==> config.mk <==
export PLATFORM = sky130hd
export DESIGN_NAME = led_display_scheduler
export DESIGN_NICKNAME = d
export VERILOG_FILES = /design/src/rtl/led_display_scheduler_pkg.sv /design/src/rtl/led_display_scheduler_bcd_seq_conv.sv /design/src/rtl/led_display_scheduler.sv
export SDC_FILE = /design/constraint.sdc
export NUM_CORES = 1
export LEC_CHECK = 0
export BUFFER_PORTS_ARGS = -buffer_cell sky130_fd_sc_hd__buf_2
export CORE_MARGIN = 10
export CORE_UTILIZATION = 51
export DETAILED_ROUTE_END_ITERATION = 7
export HOLD_SLACK_MARGIN = 0.05
export PLACE_DENSITY_LB_ADDON = 0.2
export SLEW_MARGIN = 20
export SYNTH_ARGS = -nofsm -noshare
export SYNTH_HDL_FRONTEND = slang
export SYNTH_SLANG_ARGS = --single-unit
export TNS_END_PERCENT = 30
==> constraint.sdc <==
create_clock -name clk -period 2.44 [get_ports clk]
set_input_delay 0 -clock clk [delete_from_list [all_inputs] [get_ports clk]]
set_output_delay 0 -clock clk [all_outputs]
set_load 0.02 [all_outputs]
==> src/rtl/led_display_scheduler_pkg.sv <==
// Shared definitions for the seven-segment display scheduler: page codes,
// converter states, BCD limits and small combinational helpers.
package led_display_scheduler_pkg;

  localparam logic [2:0] PAGE_CPU    = 3'b000;
  localparam logic [2:0] PAGE_TOTAL  = 3'b001;
  localparam logic [2:0] PAGE_UNCOND = 3'b011;
  localparam logic [2:0] PAGE_COND   = 3'b111;
  localparam logic [2:0] PAGE_RAM    = 3'b010;

  localparam int unsigned NUM_SRC    = 3;
  localparam int unsigned BCD_DIGITS = 8;
  localparam logic [31:0] BCD_MAX    = 32'd99_999_999;
  localparam logic [31:0] BCD_SAT    = 32'h9999_9999;

  typedef enum logic [1:0] {
    CONV_IDLE  = 2'd0,
    CONV_SHIFT = 2'd1,
    CONV_DONE  = 2'd2
  } conv_state_e;

  // Auto-rotation order; anything unexpected falls back to the CPU page.
  function automatic logic [2:0] next_page(input logic [2:0] cur);
    case (cur)
      PAGE_CPU:    next_page = PAGE_TOTAL;
      PAGE_TOTAL:  next_page = PAGE_UNCOND;
      PAGE_UNCOND: next_page = PAGE_COND;
      PAGE_COND:   next_page = PAGE_RAM;
      default:     next_page = PAGE_CPU;
    endcase
  endfunction

  // Double-dabble correction: every BCD digit >= 5 gets +3 before the shift.
  function automatic logic [31:0] bcd_adjust(input logic [31:0] v);
    logic [31:0] r;
    r = v;
    for (int k = 0; k < BCD_DIGITS; k++) begin
      if (v[4*k +: 4] >= 4'd5) r[4*k +: 4] = v[4*k +: 4] + 4'd3;
    end
    return r;
  endfunction

endpackage

==> src/rtl/led_display_scheduler_bcd_seq_conv.sv <==
// Iterative binary-to-BCD converter (double dabble), one bit per clock:
// IDLE -> SHIFT (32 clk) -> DONE (1 clk). Inputs above 99_999_999 saturate.
module led_display_scheduler_bcd_seq_conv
  import led_display_scheduler_pkg::*;
(
  input  logic        clk,
  input  logic        rst_n,
  input  logic        start_i,
  input  logic [31:0] din_i,
  output logic        busy_o,
  output logic        done_o,
  output logic [31:0] dout_o
);

  conv_state_e state_q, state_d;
  logic [31:0] bin_q;
  logic [31:0] bcd_q;
  logic [4:0]  cnt_q;
  logic        sat_q;

  always_ff @(posedge clk or negedge rst_n) begin
    if (!rst_n) state_q <= CONV_IDLE;
    else        state_q <= state_d;
  end

  always_comb begin
    state_d = state_q;
    case (state_q)
      CONV_IDLE:  if (start_i) state_d = CONV_SHIFT;
      CONV_SHIFT: if (cnt_q == 5'd31) state_d = CONV_DONE;
      CONV_DONE:  state_d = CONV_IDLE;
      default:    state_d = CONV_IDLE;
    endcase
  end

  // Operand is latched at start so source changes mid-conversion are ignored.
  always_ff @(posedge clk or negedge rst_n) begin
    if (!rst_n) begin
      bin_q <= '0;
      bcd_q <= '0;
      cnt_q <= '0;
      sat_q <= 1'b0;
    end else if (state_q == CONV_IDLE && start_i) begin
      bin_q <= din_i;
      bcd_q <= '0;
      cnt_q <= '0;
      sat_q <= (din_i > BCD_MAX);
    end else if (state_q == CONV_SHIFT) begin
      {bcd_q, bin_q} <= {bcd_adjust(bcd_q), bin_q} << 1;
      cnt_q          <= cnt_q + 5'd1;
    end
  end

  always_comb begin
    busy_o = (state_q != CONV_IDLE);
    done_o = (state_q == CONV_DONE);
    dout_o = sat_q ? BCD_SAT : bcd_q;
  end

endmodule

==> src/rtl/led_display_scheduler.sv <==
// Display path sequencer: digit scan prescaler, page FSM (manual/auto),
// round-robin BCD conversion of three counters, and the registered output mux.
module led_display_scheduler
  import led_display_scheduler_pkg::*;
#(
  parameter int unsigned SCAN_DIV    = 100_000,
  parameter int unsigned PAGE_FRAMES = 250
) (
  input  logic        clk,
  input  logic        rst_n,
  input  logic        led_cpu_enable,
  input  logic [31:0] led_data_in,
  input  logic [2:0]  manual_op,
  input  logic        auto_mode,
  input  logic [31:0] total_cycles,
  input  logic [31:0] uncondi_branch_num,
  input  logic [31:0] condi_branch_num,
  input  logic [31:0] ram_display_data_out,
  output logic [2:0]  display_op,
  output logic [31:0] disp_data,
  output logic        disp_valid,
  output logic [2:0]  scan_idx,
  output logic        scan_tick
);

  localparam int unsigned PS_W = (SCAN_DIV > 1) ? $clog2(SCAN_DIV) : 1;
  localparam int unsigned FR_W = (PAGE_FRAMES > 1) ? $clog2(PAGE_FRAMES) : 1;

  logic [PS_W-1:0] ps_q, ps_d;
  logic [2:0]      scan_q;
  logic            tick;
  logic            frame_end;

  logic [2:0]      op_q, op_d;
  logic [FR_W-1:0] frame_q, frame_d;
  logic            auto_q;

  logic [31:0]     cpu_q;
  logic            cpu_valid_q;
  logic [31:0]     cache_q [NUM_SRC];
  logic [NUM_SRC-1:0] valid_q;
  logic [1:0]      rr_q, src_q;

  logic            conv_start, conv_busy, conv_done;
  logic [31:0]     conv_din, conv_dout;

  logic [31:0]     disp_data_q, disp_data_d;
  logic            disp_valid_q, disp_valid_d;

  assign tick      = (ps_q == PS_W'(SCAN_DIV - 1));
  assign ps_d      = tick ? '0 : ps_q + 1'b1;
  assign frame_end = tick && (scan_q == 3'd7);

  always_ff @(posedge clk or negedge rst_n) begin
    if (!rst_n) begin
      ps_q   <= '0;
      scan_q <= '0;
    end else begin
      ps_q <= ps_d;
      if (tick) scan_q <= scan_q + 3'd1;
    end
  end

  // Page FSM: state register
  always_ff @(posedge clk or negedge rst_n) begin
    if (!rst_n) begin
      op_q    <= PAGE_CPU;
      frame_q <= '0;
      auto_q  <= 1'b0;
    end else begin
      op_q    <= op_d;
      frame_q <= frame_d;
      auto_q  <= auto_mode;
    end
  end

  // Page FSM: next state; a rising auto_mode restarts rotation at the CPU page
  always_comb begin
    op_d    = op_q;
    frame_d = frame_q;
    if (!auto_mode) begin
      op_d    = manual_op;
      frame_d = '0;
    end else if (!auto_q) begin
      op_d    = PAGE_CPU;
      frame_d = '0;
    end else if (frame_end) begin
      if (frame_q == FR_W'(PAGE_FRAMES - 1)) begin
        op_d    = next_page(op_q);
        frame_d = '0;
      end else begin
        frame_d = frame_q + 1'b1;
      end
    end
  end

  // Page FSM: output selection, registered one cycle behind display_op
  always_comb begin
    disp_data_d  = '0;
    disp_valid_d = 1'b0;
    case (op_q)
      PAGE_CPU:    begin disp_data_d = cpu_q;                disp_valid_d = cpu_valid_q; end
      PAGE_RAM:    begin disp_data_d = ram_display_data_out; disp_valid_d = 1'b1;        end
      PAGE_TOTAL:  begin disp_data_d = cache_q[0];           disp_valid_d = valid_q[0];  end
      PAGE_UNCOND: begin disp_data_d = cache_q[1];           disp_valid_d = valid_q[1];  end
      PAGE_COND:   begin disp_data_d = cache_q[2];           disp_valid_d = valid_q[2];  end
      default:     begin disp_data_d = '0;                   disp_valid_d = 1'b0;        end
    endcase
  end

  always_ff @(posedge clk or negedge rst_n) begin
    if (!rst_n) begin
      disp_data_q  <= '0;
      disp_valid_q <= 1'b0;
    end else begin
      disp_data_q  <= disp_data_d;
      disp_valid_q <= disp_valid_d;
    end
  end

  always_ff @(posedge clk or negedge rst_n) begin
    if (!rst_n) begin
      cpu_q       <= '0;
      cpu_valid_q <= 1'b0;
    end else if (led_cpu_enable) begin
      cpu_q       <= led_data_in;
      cpu_valid_q <= 1'b1;
    end
  end

  // Converter is granted whenever it sits in IDLE; src_q remembers who owns it.
  assign conv_start = !conv_busy;

  always_comb begin
    case (rr_q)
      2'd0:    conv_din = total_cycles;
      2'd1:    conv_din = uncondi_branch_num;
      default: conv_din = condi_branch_num;
    endcase
  end

  always_ff @(posedge clk or negedge rst_n) begin
    if (!rst_n) begin
      rr_q    <= '0;
      src_q   <= '0;
      valid_q <= '0;
      for (int s = 0; s < NUM_SRC; s++) cache_q[s] <= '0;
    end else begin
      if (conv_start) begin
        src_q <= rr_q;
        rr_q  <= (rr_q == 2'd2) ? 2'd0 : rr_q + 2'd1;
      end
      for (int s = 0; s < NUM_SRC; s++) begin
        if (conv_done && src_q == 2'(s)) begin
          cache_q[s] <= conv_dout;
          valid_q[s] <= 1'b1;
        end
      end
    end
  end

  led_display_scheduler_bcd_seq_conv u_bcd_seq_conv (
    .clk     (clk),
    .rst_n   (rst_n),
    .start_i (conv_start),
    .din_i   (conv_din),
    .busy_o  (conv_busy),
    .done_o  (conv_done),
    .dout_o  (conv_dout)
  );

  assign display_op = op_q;
  assign disp_data  = disp_data_q;
  assign disp_valid = disp_valid_q;
  assign scan_idx   = scan_q;
  assign scan_tick  = tick;

endmodule

* Yosys cells after proc, flatten, opt, wreduce, memory -nomap -nowiden *
Index checks and enable logic that the tools add are counted.

cells by class
  add/subtract/negate cells = 13
  $lt $le $gt $ge = 9
  equal/unequal tests = 18
  muxes and demuxes = 32
  reductions and logical operators = 14

operator list
  operator                                                            number
  2-to-1 mux 32 bit                                                   5
  one-hot mux 32 bit (5 select lines)                                 1
  one-hot mux 32 bit (2 select lines)                                 1
  greater-or-equal comparator 4 x 3 -> 1 bit (second input constant)  8
  greater-than comparator 32 x 27 -> 1 bit (second input constant)    1
  2-to-1 mux 8 bit                                                    4
  adder 4 x 2 -> 4 bit (second input constant)                        7
  2-to-1 mux 4 bit                                                    7
  adder 17 x 1 -> 17 bit (second input constant)                      1
  == test 17 bit (second input constant)                              1
  2-to-1 mux 17 bit                                                   1
  2-to-1 mux 3 bit                                                    5
  one-hot mux 3 bit (4 select lines)                                  1
  2-to-1 mux 5 bit                                                    2
  adder 8 x 1 -> 8 bit (second input constant)                        1
  == test 8 bit (second input constant)                               1
  == test 2 x 1 -> 1 bit (second input constant)                      3
  == test 2 bit (second input constant)                               3
  == test 3 x 2 -> 1 bit (second input constant)                      2
  == test 3 bit (second input constant)                               2
  zero test 2 bit                                                     3
  2-to-1 mux 2 bit                                                    3
  adder 5 x 1 -> 5 bit (second input constant)                        1
  == test 5 bit (second input constant)                               1
  other kinds (15)                                                    21

storage, ports and cells
  register bits = 273
  output and inout port bits = 40
  logic and storage cells = 108

* Logic depth before layout (Yosys ltp) *
Gate-level depths: netlist of the first run.

  word-level depth = 6
  gate-level depth with buffers = 8

* By module *
From an unflattened synthesis of the first run, not the netlist that was laid out.

second synthesis, totals
  cells, all modules = 1205
  area total of the unflattened synthesis = 13455.4 sq um

modules (own cells, without submodules)
  module                              instances  cells an instance  area each (sq um)  sequential area each (sq um)
  led_display_scheduler               1          792                9580.4             5029.8
  led_display_scheduler_bcd_seq_conv  1          413                3875.0             1801.7

* Least setup slack after synthesis of the first run *
No wires, ideal clock.

  path type = reg-to-reg
  from = register ps_q[12]
  to = register frame_q[6]
  library setup time = 80 ps
  data arrival time = 2003 ps
  required time = 2360 ps
  path slack = 357 ps
  stages on the path, launching flop included = 7
  path buffers = 1
  clock period less this slack = 2083 ps
  cell sequence = dfrtp_1 > or4b_1 > nor3_2 > a41oi_1 > buf_2 > or4_4 > o211ai_2

on the way
  longest elaborated chain between the ends = 3

RTL lines
  what                            RTL line                     RTL
  start, declared                 led_display_scheduler.sv:29  logic [PS_W-1:0] ps_q, ps_d;
  start signal, assigned          led_display_scheduler.sv:59  ps_q <= ps_d;
  == test 17 bit                  led_display_scheduler.sv:50  assign tick = (ps_q == PS_W'(SCAN_DIV - 1));
  logical AND 1 bit               led_display_scheduler.sv:52  assign frame_end = tick && (scan_q == 3'd7);
  != test 3 bit (no source line)  --
  end signal, assigned            led_display_scheduler.sv:72  frame_q <= frame_d;
  end, declared                   led_display_scheduler.sv:35  logic [FR_W-1:0] frame_q, frame_d;

Every way passes these cells.
A chain may end at the register's enable or synchronous reset.

* Worst setup path after layout of the first run *
  from = register rr_q[0]
  to = register u_bcd_seq_conv.bin_q[22]

on the way
  longest elaborated chain between the ends = 3
  elaborated cells between the ends (all ways) = 4
  classes of those cells = eq/ne: 1; mux: 2; reduce/logical: 1

RTL lines
  what                                                              RTL line                                  RTL
  start, declared                                                   led_display_scheduler.sv:42               logic [1:0] rr_q, src_q;
  start signal, assigned                                            led_display_scheduler.sv:151              rr_q <= (rr_q == 2'd2) ? 2'd0 : rr_q + 2'd1;
  == test 2 x 1 -> 1 bit / zero test 2 bit (equally long branches)  led_display_scheduler.sv:135              case (rr_q)
  one-hot mux 32 bit (2 select lines) *                             led_display_scheduler.sv:135
  2-to-1 mux 32 bit *                                               led_display_scheduler_bcd_seq_conv.sv:43  end else if (state_q == CONV_IDLE && start_i) begin
  end signal, assigned                                              led_display_scheduler_bcd_seq_conv.sv:44  bin_q <= din_i;
  end signal, assigned                                              led_display_scheduler_bcd_seq_conv.sv:49  {bcd_q, bin_q} <= {bcd_adjust(bcd_q), bin_q} << 1;
  end, declared                                                     led_display_scheduler_bcd_seq_conv.sv:16  logic [31:0] bin_q;

Every way passes the cells marked *; elsewhere a longest branch is shown, timed or not.

==> results.json, run 1 <==
{
  "power_density_nw_per_um2": 685,
  "fin_hold_ws_ps": 65.7,
  "finalHoldViolations": 0,
  "setup_viol": 0,
  "core_um2": 25300,
  "start_util_pct": 52.1,
  "synth_most_common_cell": "dfrtp_1",
  "cp_num_cells": 7,
  "drc": 0,
  "crit_required_ps": 2840,
  "leakagePower_nw": 8.08,
  "die_y_um": 181,
  "reg2reg_depth": 7,
  "synth_common_cells": "273 x dfrtp_1, 234 x nand2_1, 216 x o21ai_0",
  "r2r-start": "rr_q[0]",
  "slew-limit-headroom_pct": 55.4,
  "worst_path_max_delay_cell": "dlygate4sd3_1",
  "cp_top_family": "buffers and inverters",
  "fillCellCount": 1946,
  "peakVddDrop_v": 0.000616,
  "path_max_fanout": 21,
  "pwr-share-comb_pct": 16.6,
  "num_io_pins": 207,
  "ys_types": 47,
  "outcome": "completed",
  "worstSkewPairLatency_ps": 540,
  "fin_tns_setup_ps": 0,
  "final_nets": 1823,
  "gp_congestion": 0.812,
  "syn_inst": 1319,
  "ys_async_sr_fraction_pct": 100,
  "hp-start": "total_cycles[17]",
  "clkPwrFrac_pct": 39.8,
  "yosys_warnings": 0,
  "regArea_um2": 6850,
  "synth_nets": 1509,
  "layout-drive-gt1-share_pct": 24.0,
  "crit_arrival_ps": 2680,
  "fp-row-count": 58,
  "synth-seq-cells": 273,
  "hold_class": "input port to register",
  "placedCellCount": 1798,
  "track_usage_pct": 20.4,
  "design.die.area_um2": 32600,
  "drt_pass1_iterations": 5,
  "min_to": "u_bcd_seq_conv.bin_q[17]",
  "worst_slew_pin_slew_ps": 669,
  "synth_edf_count": 0,
  "fin_ws_ps": 166,
  "cts_max_path_buffers": 3,
  "cts_sinks": 273,
  "numPortBuffers": 206,
  "rsz0062_at_grt": "no",
  "syn_area_per_cell_um2": 9.97,
  "dp_worst_setup_slack_ps": 254,
  "timing.rr.end": "u_bcd_seq_conv.bin_q[22]",
  "postRouteAntennaNets": 0,
  "yosysTopAreaCell": "dfrtp_1",
  "r2r_setup_slack_ps": 170,
  "avgViaCountPerCell": 5.38,
  "end_kind": "register",
  "clk_pin_slew_ps": 60,
  "syn2layout_area_growth_pct": 29.0,
  "post-route-period-util_pct": 93.2,
  "gr-total-overflow": 0,
  "power.switching_mw": 3.08,
  "maxCapViolations": 0,
  "h-tree-depth": 1,
  "cp_cell_sequence": "buf_12, mux2_2, mux2i_2, dlygate4sd3_1, nor2_1, a21oi_1, o21ai_0",
  "synth_area_leaders": "dfrtp_1 52%, o21ai_0 8.2%, mux2_2 7.5%",
  "grt_pass1_vias": 11073,
  "p_sw_share_pct": 26.5,
  "wl_per_cell_um": 17.1,
  "max_freq_mhz": 440,
  "period_needed_ps": 2270,
  "hold_path_depth": 5,
  "synth.yosys.seq_area_share_pct": 52.0,
  "max_stage_delay_ps": 590,
  "cts_root_buffer": "clkbuf_16",
  "synth_top_flop_cell": "dfrtp_1",
  "grt_pass1_wl_um": 56800,
  "path_buf_inv": 2,
  "drtIter0Drc": 548,
  "syn_area_um2": 13200,
  "grt_max_degree": 80,
  "die_x_um": 181,
  "tritoncts": "yes",
  "pwr-share-seq_pct": 43.7,
  "multi_input_area_um2": 5930,
  "skew_ps": 8.55,
  "synth_top_cell_area_share_pct": 52.0,
  "cts_buffers": 30,
  "final_cells": 1988,
  "slew_violations": 0,
  "drt-total-wl_um": 33900,
  "antenna_found_initial": 3,
  "start_kind": "register",
  "vias": 10696,
  "p_int_mw": 8.54,
  "dp_hpwl_um": 21900,
  "worstSetupPathType": "register to register"
}
worst reg2reg max path, delay by kind of cell, from the launching register on:
kind / cells / cell delay, ps
AO/OA/AOI/OAI: 2 / 260
buffers and inverters: 2 / 800
flip-flops: 1 / 480
multiplexers: 2 / 560
AND/OR/NAND/NOR: 1 / 40
flip-flops by register name, summed over array words and instances, names as in the netlist, 3 cells and up:
register              flops
scan_idx                  3
u_bcd_seq_conv.cnt_q      5
display_op                3
valid_q                   3
ps_q                     17
frame_q                   8
u_bcd_seq_conv.bcd_q     32
u_bcd_seq_conv.bin_q     32
disp_data                32
cache_q                  96
cpu_q                    32
logic make-up (layout without fill, tap and decap cells):
| family | Yosys count | count (layout) | synth area share, % |
|---|---|---|---|
| xor gates and xnor gates | 30 | 30 | 2.00 |
| AOI/OAI and AO/OA | 322 | 322 | 14.1 |
| muxes | 167 | 167 | 13.5 |
| adders and majority gates | 23 | 23 | 2.19 |
| other | 0 | 3 | 0 |
| DFF | 273 | 273 | 52.0 |
| and+or+nand+nor | 399 | 399 | 13.1 |
| buffers and inverters | 105 | 441 | 3.08 |
final cells by class:
| class | instances | area share (%) |
|---|---|---|
| diodes | 3 | 0.0442 |
| clock buffers | 41 | 5.21 |
| clock inverters | 13 | 0.870 |
| inverters | 19 | 0.420 |
| multi-input cells | 941 | 35.0 |
| flip-flops and latches | 273 | 40.4 |
| well taps | 330 | 2.43 |
| repair buffers | 368 | 15.7 |
power by group through the flow:
stage / clock network [mW] / logic (mW) / registers, mW
5_1_grt: 4.91 / 2.12 / 5.11
3_5_place_dp: 0 / 1.75 / 5.15
6_report: 4.62 / 1.93 / 5.07
2_1_floorplan: 0 / 0.948 / 5.25
3_3_place_gp: 0 / 1.72 / 5.14
4_1_cts: 4.71 / 1.94 / 5.07
stage by stage:
step                instance area, µm²  util [%]  power, mW
detailed placement               14600      57.8       6.90
global route                     17000      67.2       12.1
finish                           17000      67.2       11.6
floorplan                        13200         -       6.20
global placement                 14600      57.8       6.86
CTS                              16900      67.1       11.7
worst max-delay path by stage:
stage                                     endpoint  startpoint
after floorplan                         frame_q[6]    ps_q[12]
after CTS                                scan_tick    ps_q[12]
after global placement               display_op[2]    ps_q[12]
after detailed placement             display_op[2]    ps_q[12]
after global routing      u_bcd_seq_conv.bin_q[22]     rr_q[0]
final                     u_bcd_seq_conv.bin_q[22]     rr_q[0]
what timing repair did:
action,in CTS,in global routing
resized for setup,0,4
setup endpoints to repair,0,3
hold buffers,133,0
buffers inserted,0,0
hold endpoints to repair,377,0
routing by layer:
metal | vias up | routed length (µm) | track usage, %
met3 | 52 | 1710 | 3.67
li1 | 5195 | - | -
met1 | 5192 | 15000 | 26.3
met2 | 257 | 16600 | 34.8
met4 | 0 | 564 | 4.79
met5 | - | 0 | 0
cell usage in the layout, fill, tap and decap left out, drive strengths merged, types with 2 or more instances in the layout:
cell         count
dfrtp          273
buf            235
nand2          234
o21ai          217
dlygate4sd3    133
mux2            88
mux2i           79
nor2            77
a22o            45
clkbuf          41
a21oi           37
nand2b          32
ha              23
inv             19
xor2            15
xnor2           15
nand3           13
o31ai           11
nand4            8
and3             8
clkinv           7
nor2b            5
or2              5
nor3             4
diode            3
nor4             3
clkinvlp         3
bufinv           3
or3              3
o211ai           3
nand4b           2
a2bb2oi          2
(Power assumes the default switching activity.)
==> run 2: changes to the inputs <==
RECOVER_POWER = 50   (was unset)
==> results.json, run 2 (same netlist as run 1, synthesis figures left out) <==
{
  "layout-drive-gt1-share_pct": 21.7,
  "tritoncts": "yes",
  "core_um2": 25300,
  "post-route-period-util_pct": 93.1,
  "dpl_cell_area_um2": 14600,
  "mostFrequentLayoutCell": "dfrtp_1",
  "start_kind": "register",
  "multi_input_area_um2": 5930,
  "end_kind": "register",
  "rsz0062_at_grt": "no",
  "drt-total-wl_um": 33900,
  "vias": 10671,
  "path_max_fanout": 21,
  "peakVddDrop_v": 0.000608,
  "power_density_nw_per_um2": 687,
  "wl_per_cell_um": 17.1,
  "track_usage_pct": 20.4,
  "final_cells": 1988,
  "r2r-start": "rr_q[0]",
  "dp_hpwl_um": 21900,
  "final_nets": 1823,
  "fin_area_um2": 16900,
  "min_to": "u_bcd_seq_conv.bin_q[18]",
  "leakagePower_nw": 7.93,
  "syn2layout_area_growth_pct": 28.3,
  "design.die.area_um2": 32600,
  "setup_viol": 0,
  "period_needed_ps": 2270,
  "r2r_setup_slack_ps": 170,
  "slew_violations": 0,
  "antenna_found_initial": 3,
  "avgViaCountPerCell": 5.37,
  "crit_arrival_ps": 2670,
  "worstSkewPairLatency_ps": 540,
  "gr-total-overflow": 0,
  "layout_common_cells": "268 x dfrtp_1, 233 x nand2_1, 216 x o21ai_0",
  "fin_tns_setup_ps": 0,
  "clk_pin_slew_ps": 60,
  "die_x_um": 181,
  "placedCellCount": 1798,
  "num_io_pins": 207,
  "max_freq_mhz": 440,
  "grt_max_degree": 80,
  "hold_class": "input port to register",
  "worst_slew_pin_slew_ps": 1090,
  "h-tree-depth": 1,
  "timing.rr.end": "u_bcd_seq_conv.bin_q[22]",
  "maxCapViolations": 0,
  "finalPower_mw": 11.6,
  "drt_pass1_iterations": 6,
  "grt_pass1_vias": 11073,
  "reg2reg_depth": 7,
  "hold_path_depth": 6,
  "fin_hold_ws_ps": 64.8,
  "skew_ps": 8.66,
  "drtIter0Drc": 518,
  "cts_sinks": 273,
  "fillCellCount": 1981,
  "cts_root_buffer": "clkbuf_16",
  "largest-register": "cache_q",
  "slew-limit-headroom_pct": 27.4,
  "largest_reg_flops": 96,
  "regArea_um2": 6840,
  "drc": 0,
  "die_y_um": 181,
  "numPortBuffers": 206,
  "crit_required_ps": 2840,
  "gp_congestion": 0.812,
  "hp-start": "uncondi_branch_num[18]",
  "worstSetupPathType": "register to register",
  "fp-row-count": 58,
  "outcome": "completed",
  "cts_max_path_buffers": 3,
  "grt_pass1_wl_um": 56800,
  "cts_buffers": 30,
  "postRouteAntennaNets": 0,
  "finalHoldViolations": 0,
  "start_util_pct": 52.1
}
==> run 2: changes by cell type in the layout (fill, tap and decap cells not counted), moves of 2 or more <==
cell,delta
clkbuf_1,+38
buf_2,-37
buf_12,-3
buf_4,-2
clkbuf_2,+2
clkbuf_4,+2
==> run 2: power breakdown <==
part	leakage, nW	switching [mW]	total [mW]	internal [mW]
sequential	3.49	0.241	5.08	4.84
clock	0.506	1.80	4.63	2.83
combinational	3.93	1.05	1.89	0.831
==> run 2: area by class of cell <==
cell class,count,share of cell area [%]
Inverter,19,0.423
Antenna cell,3,0.0445
Multi-Input combinational cell,941,35.2
Clock buffer,41,5.24
Tap cell,330,2.45
Timing Repair Buffer,368,15.2
Clock inverter,13,0.875
Sequential cell,273,40.6
==> run 2: worst max-delay path by stage <==
stage / slack [ps] / end / cells after the start / startpoint
5_1_grt: 20 / u_bcd_seq_conv.bin_q[22] / 7 / rr_q[0]
4_1_cts: 80 / scan_tick / 4 / ps_q[12]
3_3_place_gp: 290 / display_op[2] / 6 / ps_q[12]
3_5_place_dp: 250 / display_op[2] / 6 / ps_q[12]
6_report: 170 / u_bcd_seq_conv.bin_q[22] / 7 / rr_q[0]
2_1_floorplan: 360 / frame_q[6] / 6 / ps_q[12]
==> run 2: metal layers <==
metal	track usage [%]	up-vias	routed length [µm]
met5	0	-	0
met4	4.79	0	597
met3	3.67	53	1640
met2	34.8	242	16600
met1	26.3	5186	15100
li1	-	5190	-
==> run 2: critical path: stages, from the launching register on <==
cell and delay (ps):
dfrtp_2 480, buf_12 210, mux2_2 360, mux2i_2 180, dlygate4sd3_1 580, nor2_1 40
a21oi_1 170, o21ai_0 90
==> run 2: stage by stage <==
step | utilization (%) | setup WS, ps
6_report | 66.8 | 168
5_1_grt | 66.8 | 21.0
4_1_cts | 67.1 | 80.9
3_5_place_dp | 57.8 | 254
3_3_place_gp | 57.8 | 294
2_1_floorplan | - | 357
==> run 2: timing repair <==
item / CTS / global route
hold buffers: 133 / 0
gates resized for setup: 0 / 4
setup endpoints to repair: 0 / 3
setup buffers: 0 / 0
endpoints found under the hold margin: 377 / 0
==> run 3: changes to the inputs <==
ABC_AREA = 1   (was unset)
==> results.json, run 3 <==
{
  "cts_buffers": 29,
  "syn_area_um2": 13000,
  "drc": 0,
  "rsz0062_at_grt": "yes",
  "failed_checks": "max-capacitance violations, max-slew violations",
  "crit_arrival_ps": 2730,
  "cp_cell_sequence": "clkinvlp_4, nand3_1, nand2_1, dlygate4sd3_1, nor2_2, dlygate4sd3_1, o211ai_1",
  "dp_hpwl_um": 24400,
  "die_y_um": 180,
  "power.switching_mw": 3.07,
  "max_freq_mhz": 429,
  "drtIter0Drc": 1092,
  "end_kind": "register",
  "slew_violations": 277,
  "synth_top_flop_cell": "dfrtp_1",
  "synth.yosys.seq_area_share_pct": 52.4,
  "worstSetupPathType": "register to register",
  "finalHoldViolations": 0,
  "period_needed_ps": 2330,
  "syn_area_per_cell_um2": 8.22,
  "largest_reg_flops": 96,
  "fp-row-count": 58,
  "startpoint": "rr_q[1]",
  "largest-register": "cache_q",
  "p_sw_share_pct": 27.2,
  "maxCapViolations": 4,
  "design.die.area_um2": 32400,
  "mostFrequentLayoutCell": "nand2_1",
  "crit_top_cell": "dlygate4sd3_1",
  "postRouteAntennaNets": 0,
  "fin_hold_ws_ps": 31.8,
  "skew_ps": 9.04,
  "start_kind": "register",
  "gp_congestion": 0.898,
  "setup_viol": 0,
  "core_um2": 25200,
  "h-tree-depth": 1,
  "avgViaCountPerCell": 5.38,
  "pwr-share-comb_pct": 16.7,
  "synth_top_cell_area_share_pct": 52.4,
  "p_int_mw": 8.21,
  "clk_pin_slew_ps": 60,
  "worst_slew_pin_slew_ps": 1920,
  "slew-limit-headroom_pct": -28.2,
  "layout_common_cells": "497 x nand2_1, 271 x dfrtp_1, 203 x buf_2",
  "ys_async_sr_fraction_pct": 100,
  "tritoncts": "yes",
  "syn_inst": 1585,
  "drt_pass1_iterations": 5,
  "cp_top_family": "buffers and inverters",
  "path_buf_inv": 3,
  "layout-drive-gt1-share_pct": 16.1,
  "synth_nets": 1775,
  "hp-start": "total_cycles[25]",
  "crit_required_ps": 2840,
  "worstSkewPairLatency_ps": 530,
  "pwr-share-seq_pct": 44.5,
  "start_util_pct": 51.8,
  "yosys_warnings": 0,
  "fin_tns_setup_ps": 0,
  "fin_area_um2": 17200,
  "die_x_um": 180,
  "track_usage_pct": 23.1,
  "cts_root_buffer": "clkbuf_16",
  "power_density_nw_per_um2": 654,
  "peakVddDrop_v": 0.000591,
  "dpl_cell_area_um2": 14500,
  "outcome": "finished with violations",
  "vias": 12418,
  "hold_class": "input port to register",
  "antenna_found_initial": 1,
  "leakagePower_nw": 8.59,
  "drt-total-wl_um": 38400,
  "cts_sinks": 273,
  "cts_max_path_buffers": 3,
  "syn2layout_area_growth_pct": 32.3,
  "grt_max_degree": 88,
  "r2r-start": "rr_q[1]",
  "synth_most_common_cell": "nand2_1",
  "max_stage_delay_ps": 590,
  "grt_pass1_wl_um": 64000,
  "path_max_fanout": 8,
  "final_nets": 2146,
  "ys_types": 48,
  "yosysTopAreaCell": "dfrtp_1",
  "synth_common_cells": "497 x nand2_1, 273 x dfrtp_1, 162 x inv_1",
  "grt_pass1_vias": 12549,
  "gr-total-overflow": 0,
  "worst_path_max_delay_cell": "dlygate4sd3_1",
  "synth_area_leaders": "dfrtp_1 52%, nand2_1 14%, inv_1 4.7%",
  "wl_per_cell_um": 16.7,
  "num_io_pins": 207,
  "numPortBuffers": 206,
  "post-route-period-util_pct": 95.5,
  "synth_edf_count": 0,
  "clkPwrFrac_pct": 38.9,
  "synth-seq-cells": 273
}
==> run 3: area by class of cell <==
type                       instances  area [µm²]
timing repair buffer             415        3090
antenna                            1        2.50
clock inverter                     9        95.1
sequential                       273        6830
multi-input combinational       1070        5310
clock buffer                      44         862
inverter                         167         634
fill                            1909        7930
tap                              330         413
==> run 3: routing by layer <==
layer | part of all wire (%) | vias to the layer above | GRT usage [%]
li1 | - | 5937 | -
met1 | 45 | 5883 | 32.1
met2 | 46 | 531 | 36.5
met3 | 7.4 | 67 | 4.62
met4 | 1.7 | 0 | 5.26
met5 | 0 | - | 0
==> run 3: cell families after synthesis <==
| logic type | share of synthesized area [%] |
|---|---|
| adder cells (fa/ha/maj) | 2.21 |
| AO/OA/AOI/OAI | 13.8 |
| XOR/XNOR | 0.739 |
| AND/OR/NAND/NOR | 23.7 |
| flip-flops | 52.4 |
| buffers and inverters | 7.14 |
==> run 3: repair_timing <==
item | in CTS | in global routing
buffers inserted | 0 | 2
endpoints found under the hold margin | 377 | 0
gates resized for setup | 0 | 11
setup endpoints to repair | 0 | 4
hold buffers | 175 | 0
==> run 3: final timing paths <==
check / to / slack, ps / depth (start not counted)
hold reg to reg: ps_q[0] / 470 / 1
setup / recovery: u_bcd_seq_conv.bin_q[29] / 110 / 7
min in group asynchronous: u_bcd_seq_conv.bin_q[22] / 590 / 3
hold / removal: u_bcd_seq_conv.sat_q / 30 / 9
max in group asynchronous: frame_q[6] / 550 / 3
setup reg to reg: u_bcd_seq_conv.bin_q[29] / 110 / 7
==> run 3: power by group through the flow <==
stage          clock (mW)  sequential, mW  combinational [mW]
6_report             4.38            5.01                1.88
3_5_place_dp            0            5.08                1.65
3_3_place_gp            0            5.07                1.61
4_1_cts              4.45            5.00                1.86
2_1_floorplan           0            5.19               0.870
5_1_grt              4.64            5.05                2.09
==> run 3: stage by stage <==
stage / power [mW] / setup slack, ps / utilization (%) / cells
after floorplan: 6.06 / 768 / - / 1585
after detailed placement: 6.73 / 445 / 57.6 / 2077
after global routing: 11.8 / -67.6 / 68.5 / 2309
after global placement: 6.68 / 544 / 57.6 / 2077
after CTS: 11.3 / 87.9 / 68.4 / 2305
final: 11.3 / 109 / 68.5 / 2309
==> run 3: worst min-delay path: cells and delay by family <==
family | cells | cell delay, ps
AO/OA/AOI/OAI | 2 | 100
buffers and inverters | 1 | 80
AND/OR/NAND/NOR | 6 | 330
